## config.mk

```make
export PLATFORM = sky130hd
export DESIGN_NAME = spi_cmd_ctrl
export DESIGN_NICKNAME = d
export VERILOG_FILES = /design/src/rtl/spi_cmd_ctrl.sv
export SDC_FILE = /design/constraint.sdc
export NUM_CORES = 1
export LEC_CHECK = 0
export BUFFER_PORTS_ARGS = -buffer_cell sky130_fd_sc_hd__buf_2
export CAP_MARGIN = 20
export CORE_MARGIN = 5
export CORE_UTILIZATION = 51
export DETAILED_ROUTE_END_ITERATION = 7
export PLACE_DENSITY = 0.71
export SLEW_MARGIN = 20
export SYNTH_ARGS = -nofsm -noshare
export SYNTH_HDL_FRONTEND = slang
export SYNTH_SLANG_ARGS = --single-unit
```

## constraint.sdc

```tcl
create_clock -name i_clk -period 6.9 [get_ports i_clk]
set_input_delay 0.69 -clock i_clk [delete_from_list [all_inputs] [get_ports i_clk]]
set_output_delay 0.69 -clock i_clk [all_outputs]
set_load 0.01 [all_outputs]
```

## src/rtl/spi_cmd_ctrl.sv

```systemverilog
// Command decoder behind an SPI slave: opcodes arrive as 16-bit words, replies leave as 16-bit words.
// One-cycle consume/ack per word; TX writes wait on wr_buffer_free, one word in flight.
module spi_cmd_ctrl #(
    parameter int DATA_W = 16,
    parameter int VEC_N  = 4
) (
    input  logic                  i_clk,
    input  logic                  i_reset,
    input  logic                  i_ss,
    input  logic                  i_rd_data_available,
    input  logic [DATA_W-1:0]     i_rd_data,
    output logic                  o_rd_ack,
    input  logic                  i_wr_buffer_free,
    output logic                  o_wr_en,
    output logic [DATA_W-1:0]     o_wr_data,
    output logic [DATA_W-1:0]     o_leds,
    output logic [VEC_N*24-1:0]   o_vec,
    output logic                  o_busy,
    output logic                  o_err
);

    localparam int       VEC_W     = VEC_N * 24;
    localparam int       VEC_WORDS = VEC_W / DATA_W;
    localparam logic [2:0] VEC_LAST = 3'(VEC_WORDS - 1);

    localparam logic [7:0] OP_NOP     = 8'h00;
    localparam logic [7:0] OP_INIT    = 8'h01;
    localparam logic [7:0] OP_WR_INV  = 8'h02;
    localparam logic [7:0] OP_RD_INV  = 8'h03;
    localparam logic [7:0] OP_WR_LEDS = 8'h04;
    localparam logic [7:0] OP_RD_LEDS = 8'h05;
    localparam logic [7:0] OP_WR_VEC  = 8'h06;
    localparam logic [7:0] OP_RD_VEC  = 8'h07;

    typedef enum logic [1:0] {
        S_IDLE   = 2'd0,
        S_ARG    = 2'd1,
        S_VEC_RX = 2'd2,
        S_TX     = 2'd3
    } state_t;

    state_t              r_state,   w_state_nxt;
    logic                r_rda_prev;
    logic                r_pend,    w_pend_nxt;
    logic                r_rd_ack,  w_rd_ack_nxt;
    logic                r_wr_en,   w_wr_en_nxt;
    logic [DATA_W-1:0]   r_wr_data, w_wr_data_nxt;
    logic [DATA_W-1:0]   r_leds,    w_leds_nxt;
    logic [DATA_W-1:0]   r_inv,     w_inv_nxt;
    logic [VEC_W-1:0]    r_vec,     w_vec_nxt;
    logic                r_err,     w_err_nxt;
    logic [2:0]          r_cnt,     w_cnt_nxt;
    logic [2:0]          r_tx_last, w_tx_last_nxt;
    logic                r_arg_leds, w_arg_leds_nxt;
    logic [VEC_W-1:0]    r_rx_buf,  w_rx_buf_nxt;
    logic [VEC_W-1:0]    r_tx_buf,  w_tx_buf_nxt;

    logic                w_edge;
    logic                w_take;
    logic                w_fire;
    logic                w_tx_done;
    logic [7:0]          w_opcode;
    logic [VEC_W-1:0]    w_rx_shift;

    // The wire stream carries element 0 first (MSB-first) while vec keeps
    // element 0 in the low bits; reversing element order maps one to the other.
    function automatic logic [VEC_W-1:0] elem_rev(input logic [VEC_W-1:0] a);
        logic [VEC_W-1:0] r;
        r = '0;
        for (int k = 0; k < VEC_N; k++) begin
            r[24*k +: 24] = a[VEC_W-24*(k+1) +: 24];
        end
        return r;
    endfunction

    always_comb begin
        w_edge     = i_rd_data_available & ~r_rda_prev;
        w_take     = (w_edge | r_pend) & ~i_ss;
        w_fire     = (r_state == S_TX) & i_wr_buffer_free & ~r_wr_en & ~i_ss;
        w_tx_done  = w_fire & (r_cnt == r_tx_last);
        w_opcode   = i_rd_data[7:0];
        w_rx_shift = {r_rx_buf[VEC_W-DATA_W-1:0], i_rd_data};

        w_state_nxt    = r_state;
        w_pend_nxt     = r_pend;
        w_rd_ack_nxt   = 1'b0;
        w_wr_en_nxt    = 1'b0;
        w_wr_data_nxt  = r_wr_data;
        w_leds_nxt     = r_leds;
        w_inv_nxt      = r_inv;
        w_vec_nxt      = r_vec;
        w_err_nxt      = r_err;
        w_cnt_nxt      = r_cnt;
        w_tx_last_nxt  = r_tx_last;
        w_arg_leds_nxt = r_arg_leds;
        w_rx_buf_nxt   = r_rx_buf;
        w_tx_buf_nxt   = r_tx_buf;

        case (r_state)
            S_IDLE: begin
                w_cnt_nxt = 3'd0;
                if (w_take) begin
                    w_rd_ack_nxt = 1'b1;
                    w_pend_nxt   = 1'b0;
                    case (w_opcode)
                        OP_NOP: ;
                        OP_INIT: begin
                            w_inv_nxt  = '0;
                            w_leds_nxt = '0;
                            w_vec_nxt  = '0;
                            w_err_nxt  = 1'b0;
                        end
                        OP_WR_INV: begin
                            w_arg_leds_nxt = 1'b0;
                            w_state_nxt    = S_ARG;
                        end
                        OP_WR_LEDS: begin
                            w_arg_leds_nxt = 1'b1;
                            w_state_nxt    = S_ARG;
                        end
                        OP_RD_INV: begin
                            w_tx_buf_nxt  = {r_inv, {(VEC_W-DATA_W){1'b0}}};
                            w_tx_last_nxt = 3'd0;
                            w_state_nxt   = S_TX;
                        end
                        OP_RD_LEDS: begin
                            w_tx_buf_nxt  = {r_leds, {(VEC_W-DATA_W){1'b0}}};
                            w_tx_last_nxt = 3'd0;
                            w_state_nxt   = S_TX;
                        end
                        OP_WR_VEC: begin
                            w_state_nxt = S_VEC_RX;
                        end
                        OP_RD_VEC: begin
                            w_tx_buf_nxt  = elem_rev(r_vec);
                            w_tx_last_nxt = VEC_LAST;
                            w_state_nxt   = S_TX;
                        end
                        default: begin
                            w_err_nxt = 1'b1;
                        end
                    endcase
                end
            end

            S_ARG: begin
                if (w_take) begin
                    w_rd_ack_nxt = 1'b1;
                    if (r_arg_leds) begin
                        w_leds_nxt = i_rd_data;
                    end else begin
                        w_inv_nxt = ~i_rd_data;
                    end
                    w_state_nxt = S_IDLE;
                end
            end

            S_VEC_RX: begin
                if (w_take) begin
                    w_rd_ack_nxt = 1'b1;
                    w_rx_buf_nxt = w_rx_shift;
                    w_cnt_nxt    = r_cnt + 3'd1;
                    if (r_cnt == VEC_LAST) begin
                        w_vec_nxt   = elem_rev(w_rx_shift);
                        w_cnt_nxt   = 3'd0;
                        w_state_nxt = S_IDLE;
                    end
                end
            end

            S_TX: begin
                if (w_fire) begin
                    w_wr_en_nxt   = 1'b1;
                    w_wr_data_nxt = r_tx_buf[VEC_W-1 -: DATA_W];
                    w_tx_buf_nxt  = r_tx_buf << DATA_W;
                    w_cnt_nxt     = r_cnt + 3'd1;
                    if (w_tx_done) begin
                        w_cnt_nxt   = 3'd0;
                        w_state_nxt = S_IDLE;
                    end
                end
                // A word landing with the final write is an opcode for the next IDLE cycle.
                if (w_take) begin
                    if (w_tx_done) begin
                        w_pend_nxt = 1'b1;
                    end else begin
                        w_rd_ack_nxt = 1'b1;
                    end
                end
            end

            default: begin
                w_state_nxt = S_IDLE;
            end
        endcase

        if (i_ss) begin
            w_state_nxt = S_IDLE;
            w_pend_nxt  = 1'b0;
            w_cnt_nxt   = 3'd0;
        end
    end

    always_ff @(posedge i_clk or negedge i_reset) begin
        if (!i_reset) begin
            r_state    <= S_IDLE;
            r_rda_prev <= 1'b1;
            r_pend     <= 1'b0;
            r_rd_ack   <= 1'b0;
            r_wr_en    <= 1'b0;
            r_wr_data  <= '0;
            r_leds     <= '0;
            r_inv      <= '0;
            r_vec      <= '0;
            r_err      <= 1'b0;
            r_cnt      <= 3'd0;
            r_tx_last  <= 3'd0;
            r_arg_leds <= 1'b0;
            r_rx_buf   <= '0;
            r_tx_buf   <= '0;
        end else begin
            r_state    <= w_state_nxt;
            r_rda_prev <= i_rd_data_available;
            r_pend     <= w_pend_nxt;
            r_rd_ack   <= w_rd_ack_nxt;
            r_wr_en    <= w_wr_en_nxt;
            r_wr_data  <= w_wr_data_nxt;
            r_leds     <= w_leds_nxt;
            r_inv      <= w_inv_nxt;
            r_vec      <= w_vec_nxt;
            r_err      <= w_err_nxt;
            r_cnt      <= w_cnt_nxt;
            r_tx_last  <= w_tx_last_nxt;
            r_arg_leds <= w_arg_leds_nxt;
            r_rx_buf   <= w_rx_buf_nxt;
            r_tx_buf   <= w_tx_buf_nxt;
        end
    end

    assign o_rd_ack  = r_rd_ack;
    assign o_wr_en   = r_wr_en;
    assign o_wr_data = r_wr_data;
    assign o_leds    = r_leds;
    assign o_vec     = r_vec;
    assign o_busy    = (r_state != S_IDLE);
    assign o_err     = r_err;

endmodule

```

# Yosys cells after proc, flatten, opt, wreduce, memory -nomap -nowiden
# Index checks and enable logic that the tools add are counted.
# Widths: inputs -> output; s select.
[op_classes]
n_eq_ne = 29
bitwise_logic = 12
add_sub_neg = 1
reduce_logical = 27
n_mux = 46
[op_table]
columns = ["op", "count"]
rows = [
  ["$mux 96", 6],
  ["$pmux 96 s2", 2],
  ["$pmux 96 s3", 1],
  ["$mux 16", 6],
  ["$pmux 16 s2", 2],
  ["$eq 8x3->1 const B", 4],
  ["$ne 3x3->1 const B", 7],
  ["$eq 8x2->1 const B", 2],
  ["$not 16->16", 1],
  ["$mux 3", 5],
  ["$reduce_and 5->1", 3],
  ["$mux 2", 7],
  ["$ne 2x2->1 const B", 7],
  ["$reduce_and 3->1", 4],
  ["$reduce_bool 2->1", 6],
  ["$mux 1", 9],
  ["$pmux 3 s3", 1],
  ["$eq 8x1->1 const B", 1],
  ["$logic_not 8->1", 1],
  ["$pmux 1 s2", 4],
  ["$pmux 2 s4", 1],
  ["$reduce_and 4->1", 2],
  ["$reduce_and 7->1", 1],
  ["$reduce_or 7->1", 1],
  ["19 further kinds", 31],
]
[totals]
input_bits = 21
word_cells = 130
output_inout_bits = 132
regBits = 334

# Depth between registers and ports, before layout
# Gate-level depths: netlist of the first run.
[logic_depth]
ltp_word = 9
ltp_mapped = 10
ltp_nobuf = 7

# Least setup slack after synthesis of the first run
# No wires, ideal clock.
[synth_timing]
path_type = "input-to-reg"
start = "input i_rd_data[4]"
end = "register r_tx_buf[71]"
path_slack_ps = 4304
path_buffers = 4
cell_stages = 9
t_arrival_ps = 2471
path_cell_list = "or3_1 > buf_6 > nor3_4 > nand4_1 > a221o_1 > buf_2 > buf_6 > buf_6 > mux2_4"
[synth_via]
elab_chain_cells = 4
elab_cells_between_ends = 8
[synth_rtl]
columns = ["element", "line", "source"]
rows = [
  ["start, declared", "11", "input logic [DATA_W-1:0] i_rd_data,"],
  ["$eq 8x3->1 or $eq 8x2->1 (tied branches)", "105", "case (w_opcode)"],
  ["$pmux 96 s3", "105", ""],
  ["$mux 96", "102", "if (w_take) begin"],
  ["$pmux 96 s2", "99", "case (r_state)"],
  ["end signal, assigned", "236", "r_tx_buf <= w_tx_buf_nxt;"],
  ["end, declared", "56", "logic [VEC_W-1:0] r_tx_buf, w_tx_buf_nxt;"],
]
# Several ways; a longest one is shown, not always the timed one. The select of a mux whose other input is x is not followed.
# A chain may end at the register's enable or synchronous reset.

# Worst setup path after layout of the first run
[layout_timing]
start = "register r_state[0]"
end = "register r_vec[71] (netlist: o_vec[71])"
[layout_via]
elab_chain_cells = 3
elab_cells_between_ends = 9
[layout_rtl]
columns = ["element", "line", "source"]
rows = [
  ["start, declared", "42", "state_t r_state, w_state_nxt;"],
  ["start signal, assigned", "222", "r_state <= w_state_nxt;"],
  ["$eq 2x2->1 or $logic_not 2->1 (tied branches)", "99", ""],
  ["$ne 2x2->1 (no line), or another cell as far along", "-", ""],
  ["$reduce_and 5->1 (no line)", "-", ""],
  ["end signal, assigned", "230", "r_vec <= w_vec_nxt;"],
  ["end, declared", "50", "logic [VEC_W-1:0] r_vec, w_vec_nxt;"],
]
# Several ways; a longest one is shown, not always the timed one.

==> impl_metrics.tcl, run 1 <==
set metrics [dict create \
    maxSlewViolCount 0 \
    ys_seq_area_share_pct 58.8 \
    start_kind "register" \
    antenna_left 0 \
    antenna_cells 0 \
    min_period_over_period_pct 47.7 \
    worstMarginPinSlew_ns 0.949 \
    status "finished, final reports clean" \
    overflow 0 \
    ys_ff_latch 332 \
    placed_cell_area_mm2 0.0151 \
    n_fill_cell 2322 \
    clock.fmax_ghz 0.304 \
    syn_to_final_growth_pct 15.3 \
    synthCells 1211 \
    core-area_mm2 0.0276 \
    io_pins 153 \
    die_area_mm2 0.0311 \
    reg2reg_depth 7 \
    port_buffers 152 \
    grt_usage_pct 24.4 \
    cts-root-buf "clkbuf_16" \
    cp_num_cells 7 \
    drc 0 \
    dp_slack_ns 3.25 \
    rsz0062_at_grt "false" \
    start_util_pct 51.3 \
    ctsResizeCount 0 \
    cts_buffers 35 \
    ctsHtreeMaxLevel 2 \
    finalHoldViolCount 0 \
    cts_hold_buf 0 \
    crit_path_end "o_vec[71]$_DFFE_PN0P_" \
    yosys_warnings 0 \
    hp-class "in -> async" \
    crit_fanout 81 \
    async_reset_ff_share_pct 100 \
    place.gp.congestion 0.871 \
    drt_wl_total_um 37800 \
    wl_per_cell_um 21.9 \
    fp.dieW_um 176 \
    path_delay_family "buffers and inverters" \
    path_clk_slew_ns 0.06 \
    final_area_mm2 0.0163 \
    die_h_um 176 \
    fin_ws_ns 3.61 \
    synthesis.nets 1238 \
    r2r_end "o_vec[71]$_DFFE_PN0P_" \
    skew_ns 0.0139 \
    ys_types 47 \
    setup_tns_ns 0 \
    row_count 61 \
    worst_setup_path_end_kind "register" \
    cts_setup_buffers 0 \
    layout_min_cycle_time_ns 3.29 \
    drive_above_1_share_pct 29.9 \
    setup_viol 0 \
    reg2reg_from "r_state[0]$_DFFE_PN0P_" \
    syn_area_mm2 0.0141 \
    irDropWorstVdd_mv 0.131 \
    synthFlopType "dfrtp_1" \
    via_count 9899 \
    dp_hpwl_um 25600 \
    crit_slowest_cell "buf_4" \
    required_ns 7.24 \
    crit_buf_inv 3 \
    crit_type "reg -> reg" \
    cp-startpoint "r_state[0]$_DFFE_PN0P_" \
    grt_max_degree 120 \
    antenna_found_initial 0 \
    max_slew_margin_pct 36.8 \
    multi_input_area_mm2 0.00539 \
    drt_iter0_drc 975 \
    clock_latency_ns 0.51 \
    drtPass1Iterations 5 \
    path_cells "inv_1 -> ha_4 -> a21bo_2 -> o211ai_1 -> buf_4 -> buf_4 -> o21ai_0" \
    critical_path.max_stage_delay_ns 0.67 \
    clock_path_buffers 3 \
    leakagePower_nw 8.13 \
    synth_edf_count 0 \
    nNetsFinal 1354 \
    vias_per_cell 5.73 \
    syn_avg_cell_area_um2 11.7 \
    power_density_mw_per_mm2 262 \
    r2r_slack_ns 3.61 \
    cts_tree "yes" \
    grt_pass1_wl_um 59200 \
    cp.arrival_ns 3.63 \
    regArea_mm2 0.00831 \
    first_global_vias 9896 \
    cap_viol_max_count 0 \
    cts.sinks 332 \
    cp_common_cell "buf_4" \
]
==> state kept, by name, indices dropped and copies added (netlist names) <==
signal      cells
o_err           1
o_leds         16
o_rd_ack        1
o_vec          96
o_wr_data      16
o_wr_en         1
r_arg_leds      1
r_cnt           3
r_inv          16
r_pend          1
r_rda_prev      1
r_rx_buf       80
r_state         2
r_tx_buf       96
r_tx_last       1
==> final cells by class <==
type	instances	area share [%]
clock buffers	53	6.48
well taps	378	2.90
clock inverters	6	0.492
repair buffers	165	5.48
flip-flops and latches	332	51.0
inverters	23	0.530
multi-input cells	770	33.1
==> stage by stage <==
step	hold WS (ns)	util [%]	instances	power, mW
2_1_floorplan	0.394	-	1211	2.30
6_report	0.237	59.1	1727	4.26
5_1_grt	0.278	59.1	1727	4.41
3_3_place_gp	0.471	54.9	1667	2.41
3_5_place_dp	0.472	54.9	1667	2.42
4_1_cts	0.274	59.1	1726	4.29
==> synthesized netlist by cell type, types with 2 or more instances <==
cell type	number	area (µm²)
nand2_1	253	950
a21oi_1	16	80.1
o31ai_1	3	22.5
mux2_2	151	1700
and3_1	2	12.5
buf_2	11	55.1
a21boi_0	3	22.5
or2_2	2	12.5
a22o_1	64	561
nor3_1	18	90.1
or3b_2	2	17.5
o21a_1	2	15.0
a221o_1	3	30.0
a32oi_1	3	26.3
nand4_1	2	12.5
dfrtp_1	331	8280
mux2i_1	28	280
nor4_1	3	18.8
o2bb2ai_1	16	140
nand2b_1	3	18.8
buf_1	3	11.3
mux2_4	24	360
clkbuf_1	66	248
ha_1	6	75.1
buf_6	5	56.3
inv_1	22	82.6
o21ai_0	132	661
o211ai_1	6	45.0
nor2b_1	5	31.3
nor2_1	7	26.3
or3_1	2	12.5
a21o_1	2	15.0
==> cell usage in the layout, fill, tap and decap left out, types with 3 or more instances in the layout <==
| cell | count |
|---|---|
| o2bb2ai_1 | 16 |
| clkinv_2 | 4 |
| o31ai_1 | 3 |
| nor4_1 | 3 |
| a21boi_0 | 3 |
| ha_1 | 4 |
| a22o_1 | 64 |
| inv_1 | 22 |
| o21ai_0 | 132 |
| clkbuf_16 | 37 |
| buf_4 | 11 |
| clkbuf_1 | 9 |
| clkbuf_8 | 7 |
| o211ai_1 | 6 |
| nor2_1 | 7 |
| nand2b_1 | 3 |
| nor3_1 | 18 |
| mux2_4 | 24 |
| nand2_1 | 252 |
| buf_2 | 151 |
| a32oi_1 | 3 |
| mux2_2 | 151 |
| dfrtp_1 | 331 |
| a21oi_1 | 16 |
| mux2i_1 | 28 |
| nor2b_1 | 5 |
==> report_power, final <==
group	internal (mW)	total [mW]	leakage, nW	switching (mW)
Combinational	0.140	0.333	2.95	0.193
Sequential	2.01	2.06	4.62	0.0487
Clock	1.13	1.87	0.561	0.748
Total	3.28	4.26	8.13	0.990
==> worst min path at each step <==
| stage | startpoint | to | slack [ns] | cells after the start |
|---|---|---|---|---|
| 2_1_floorplan | i_reset | o_err$_DFFE_PN0P_ | 0.39 | 0 |
| 3_3_place_gp | r_inv[6]$_DFFE_PN0P_ | r_inv[6]$_DFFE_PN0P_ | 0.47 | 1 |
| 3_5_place_dp | r_inv[8]$_DFFE_PN0P_ | r_inv[8]$_DFFE_PN0P_ | 0.47 | 1 |
| 4_1_cts | i_rd_data_available | r_rda_prev$_DFF_PN1_ | 0.27 | 1 |
| 5_1_grt | i_rd_data_available | r_rda_prev$_DFF_PN1_ | 0.28 | 1 |
| 6_report | i_reset | r_rx_buf[79]$_DFFE_PN0P_ | 0.24 | 1 |
==> cell families (layout without fill, tap and decap cells) <==
logic type	after synthesis	in the layout	share of synthesized area, %
buf+inv	109	247	3.29
fa+ha+maj	7	7	0.602
flops	332	332	58.8
compound gates	255	255	11.8
simple gates	305	305	8.95
mux	203	203	16.6
==> routing by layer <==
metal	track usage [%]	wire length (µm)	vias to the layer above	share of wire, %
li1	-	-	4459	-
met1	35.4	16600	5043	44
met2	39.3	18000	338	48
met3	3.66	2300	59	6.1
met4	5.96	872	0	2.3
met5	0	0	-	0
(Power assumes the default switching activity.)
==> run 2: changes to the inputs <==
- clock period: 6.9 -> 3.3 ns (I/O delays scaled with it)
==> impl_metrics.tcl, run 2 (synthesis gave the netlist of run 1 again) <==
set metrics [dict create \
    via_count 9834 \
    min_period_over_period_pct 80.0 \
    regArea_mm2 0.00831 \
    cp.arrival_ns 3.02 \
    status "finished, final reports clean" \
    layout_common_cells "dfrtp_1, nand2_1, mux2_2, buf_2, o21ai_0" \
    drtPass1Iterations 5 \
    drive_above_1_share_pct 30.3 \
    start_util_pct 51.3 \
    antenna_cells 0 \
    ctsHtreeMaxLevel 2 \
    place.gp.congestion 0.900 \
    cap_viol_max_count 0 \
    cts_setup_buffers 0 \
    path_clk_slew_ns 0.06 \
    start_kind "primary input" \
    multi_input_area_mm2 0.00539 \
    fp.dieW_um 176 \
    drc 0 \
    die_h_um 176 \
    drt_wl_total_um 37700 \
    final_area_mm2 0.0165 \
    overflow 0 \
    cts-root-buf "clkbuf_16" \
    clock_path_buffers 3 \
    hold_depth 2 \
    nNetsFinal 1360 \
    worst_setup_path_end_kind "register" \
    layout_min_cycle_time_ns 2.64 \
    hp-class "in -> reg" \
    finalHoldViolCount 0 \
    ctsResizeCount 0 \
    clock_latency_ns 0.51 \
    power.total_mw 9.16 \
    reg2reg_depth 6 \
    vias_per_cell 5.67 \
    row_count 61 \
    setup_tns_ns 0 \
    worstMarginPinSlew_ns 0.669 \
    max_slew_margin_pct 55.4 \
    dp_hpwl_um 25800 \
    path_cells "dlygate4sd3_1 -> buf_2 -> nor2b_1 -> o21a_1 -> nand4_1 -> a221o_4 -> buf_4 -> mux2_4" \
    cts_buffers 35 \
    setup_viol 0 \
    grt_max_degree 109 \
    crit_buf_inv 3 \
    path_delay_family "buffers and inverters" \
    crit_type "in -> reg" \
    grt_pass1_wl_um 58700 \
    crit_fanout 33 \
    cts_tree "yes" \
    die_area_mm2 0.0311 \
    irDropWorstVdd_mv 0.355 \
    syn_to_final_growth_pct 16.9 \
    rsz0062_at_grt "false" \
    skew_ns 0.0153 \
    n_fill_cell 2222 \
    final_util_pct 59.9 \
    port_buffers 152 \
    critical_path.max_stage_delay_ns 0.63 \
    crit_slowest_cell "a221o_4" \
    power_density_mw_per_mm2 555 \
    placed_cell_area_mm2 0.0153 \
    required_ns 3.68 \
    antenna_found_initial 1 \
    cp_num_cells 8 \
    leakagePower_nw 8.22 \
    drt_iter0_drc 853 \
    wl_per_cell_um 21.7 \
    maxSlewViolCount 0 \
    final_common_cell "dfrtp_1" \
    antenna_left 0 \
    io_pins 153 \
    core-area_mm2 0.0276 \
    clock.fmax_ghz 0.379 \
    grt_usage_pct 24.3 \
    cts.sinks 332 \
    first_global_vias 9760 \
]
[run 2: cell count changes in the layout (fill, tap and decap cells not counted), sizes merged]
cell | before | now
clkinvlp | 0 | 2
buf | 165 | 169
clkinv | 4 | 2
bufinv | 2 | 4
dlygate4sd3 | 0 | 2
[run 2: layer usage]
layer,vias up,GRT usage [%],wire length [µm]
li1,4458,-,-
met1,4992,35.8,17300
met2,312,37.1,17100
met3,70,3.81,2000
met5,-,0,13
met4,2,8.09,1310
[run 2: area by class of cell]
| cell class | count | share of cell area, % |
|---|---|---|
| clock buffers | 53 | 6.52 |
| clock inverters | 8 | 0.879 |
| inverters | 23 | 0.523 |
| multi-input cells | 770 | 32.7 |
| flip-flops and latches | 332 | 50.3 |
| well taps | 378 | 2.86 |
| repair buffers | 171 | 6.24 |
[run 2: stage by stage]
stage | cells | hold slack [ns] | worst slack, ns
6_report | 1735 | 0.0365 | 0.659
5_1_grt | 1735 | 0.0331 | 0.541
4_1_cts | 1735 | 0.0231 | 0.711
3_5_place_dp | 1672 | 0.360 | 0.648
3_3_place_gp | 1672 | 0.366 | 0.665
2_1_floorplan | 1211 | 0.0344 | 1.06
[run 2: worst paths after layout]
| check | to | slack [ns] | startpoint |
|---|---|---|---|
| setup / recovery | r_tx_buf[74]$_DFFE_PN0P_ | 0.66 | i_rd_data_available |
| hold / removal | r_pend$_DFFE_PN0P_ | 0.04 | i_ss |
| setup reg to reg | r_tx_buf[64]$_DFFE_PN0P_ | 0.76 | r_rda_prev$_DFF_PN1_ |
| hold reg to reg | r_inv[13]$_DFFE_PN0P_ | 0.49 | r_inv[13]$_DFFE_PN0P_ |
| max in group asynchronous | o_vec[85]$_DFFE_PN0P_ | 1.93 | i_reset |
| min in group asynchronous | r_rx_buf[64]$_DFFE_PN0P_ | 0.42 | i_reset |
[run 2: power by group]
group	internal, mW	switching, mW	total (mW)
Sequential	4.20	0.0991	4.30
Clock	2.56	1.58	4.14
Combinational	0.305	0.413	0.717
Total	7.06	2.10	9.16
[run 2: repair_timing]
action                                 4_1_cts  5_1_grt
endpoints found under the hold margin       77        0
setup endpoints to repair                    0        0
hold buffers                                 2        0
==> run 3: changes to the inputs <==
- PLACE_DENSITY: 0.71 -> 0.74
- clock period: 3.3 -> 2.4 ns (I/O delays scaled with it)
==> impl_metrics.tcl, run 3 (synthesis gave the netlist of run 1 again) <==
set metrics [dict create \
    nNetsFinal 1383 \
    crit_slowest_cell "dfrtp_1" \
    antenna_cells 0 \
    final_common_cell "dfrtp_1" \
    crit_fanout 110 \
    drc 0 \
    cp.arrival_ns 2.58 \
    layout_min_cycle_time_ns 2.20 \
    maxSlewViolCount 0 \
    fp.dieW_um 176 \
    hp-class "in -> reg" \
    io_pins 153 \
    die_h_um 176 \
    max_slew_margin_pct 58.3 \
    grt_max_degree 111 \
    dp_slack_ns -0.0695 \
    layout_common_cells "dfrtp_1, nand2_1, mux2_2, buf_2, o21ai_0" \
    hold_depth 2 \
    r2r_end "o_vec[83]$_DFFE_PN0P_" \
    cts_buffers 35 \
    start_util_pct 51.3 \
    rsz0062_at_grt "false" \
    reg2reg_depth 9 \
    die_area_mm2 0.0311 \
    via_count 9965 \
    crit_type "reg -> reg" \
    worstHoldStart "i_rd_data[8]" \
    drt_iter0_drc 1015 \
    critical_path.max_stage_delay_ns 0.41 \
    clock.fmax_ghz 0.454 \
    setup_tns_ns 0 \
    use_met1_pct 35.2 \
    grt_pass1_wl_um 58400 \
    antenna_found_initial 0 \
    core-area_mm2 0.0276 \
    setup_viol 0 \
    final_area_mm2 0.0168 \
    r2r_slack_ns 0.20 \
    fin_ws_ns 0.195 \
    clock_path_buffers 3 \
    vias_per_cell 5.66 \
    busiest_layer "met2" \
    syn_to_final_growth_pct 18.7 \
    dp_hpwl_um 26100 \
    path_cells "inv_1 -> ha_2 -> inv_1 -> nor4_2 -> o211ai_1 -> buf_4 -> buf_12 -> nand2_1 -> o21ai_0" \
    status "finished, final reports clean" \
    required_ns 2.77 \
    overflow 0 \
    skew_ns 0.0133 \
    wl_per_cell_um 21.4 \
    path_clk_slew_ns 0.06 \
    reg2reg_from "r_state[0]$_DFFE_PN0P_" \
    cap_viol_max_count 0 \
    drtPass1Iterations 7 \
    drive_above_1_share_pct 31.7 \
    first_global_vias 9829 \
    cp_common_cell "inv_1" \
    min_period_over_period_pct 91.9 \
    port_buffers 152 \
    gr-usage-met3_pct 4.30 \
    cts_tree "yes" \
    place.gp.congestion 0.909 \
    antenna_left 0 \
    power_density_mw_per_mm2 762 \
    cts-root-buf "clkbuf_16" \
    clock_latency_ns 0.51 \
    hold_path_end "r_inv[8]$_DFFE_PN0P_" \
    ctsHtreeMaxLevel 2 \
    leakagePower_nw 8.37 \
    irDropWorstVdd_mv 0.447 \
    drt_wl_total_um 37600 \
    worst_setup_path_end_kind "register" \
    cts.sinks 332 \
    start_kind "register" \
    grt_usage_pct 24.1 \
    use_met2_pct 37.3 \
    finalHoldViolCount 0 \
    final_util_pct 60.9 \
    worstMarginPinSlew_ns 0.626 \
    placed_cell_area_mm2 0.0155 \
    row_count 61 \
]
run 3: changes by cell type in the layout (fill, tap and decap cells not counted), sizes merged:
cell,before,now
clkbuf,53,49
inv,23,24
bufinv,4,6
clkinv,2,6
buf,169,191
clkinvlp,2,1
dlygate4sd3,2,3
run 3: area by class of cell:
cell class	instances	area [µm²]
Clock buffer	49	1030
Clock inverter	14	226
Fill cell	2148	10800
Inverter	23	86.3
Multi-Input combinational cell	770	5400
Sequential cell	332	8310
Tap cell	378	473
Timing Repair Buffer	194	1240
run 3: routing by layer:
metal | part of all wire, % | up-vias
met3 | 6.5 | 72
met2 | 46 | 353
li1 | - | 4535
met5 | 0 | -
met4 | 3.3 | 0
met1 | 44 | 5005
run 3: worst max path at each step:
| stage | from | endpoint | slack, ns | cells past startpoint |
|---|---|---|---|---|
| finish | r_state[0]$_DFFE_PN0P_ | o_vec[83]$_DFFE_PN0P_ | 0.20 | 9 |
| global placement | r_state[1]$_DFFE_PN0P_ | o_vec[29]$_DFFE_PN0P_ | 0.09 | 7 |
| floorplan | r_state[0]$_DFFE_PN0P_ | o_vec[10]$_DFFE_PN0P_ | 0.24 | 10 |
| global route | r_state[0]$_DFFE_PN0P_ | o_vec[31]$_DFFE_PN0P_ | 0.01 | 9 |
| detailed placement | r_state[0]$_DFFE_PN0P_ | o_vec[19]$_DFFE_PN0P_ | -0.07 | 7 |
| CTS | r_state[0]$_DFFE_PN0P_ | o_vec[19]$_DFFE_PN0P_ | 0.07 | 7 |
run 3: worst max-delay path, delay by kind of cell (launching register included):
kind,cells,cell delay (ns)
AO/OA/AOI/OAI,2,0.22
flip-flops,1,0.41
AND/OR/NAND/NOR,2,0.43
adder cells (fa/ha/maj),1,0.27
buffers and inverters,4,0.64
run 3: timing repair:
action	in CTS	in global routing
pin swaps	0	1
endpoints found under the hold margin	60	0
resized for setup	1	4
buffers inserted	0	1
hold buffers	3	0
endpoints found under the setup margin	41	96
run 3: report_power, final:
| group | leakage (nW) | switching, mW | internal (mW) |
|---|---|---|---|
| Combinational | 3.13 | 0.558 | 0.447 |
| Sequential | 4.62 | 0.160 | 5.77 |
| Clock | 0.619 | 2.19 | 3.65 |
| Total | 8.37 | 2.91 | 9.87 |
run 3: through the flow:
stage	power, mW	cells	hold WS [ns]
after CTS	12.8	1759	0.0220
after floorplan	6.61	1211	-0.0556
after detailed placement	7.02	1693	0.217
after global routing	13.2	1760	0.0129
after global placement	6.99	1693	0.224
final	12.8	1760	0.0268
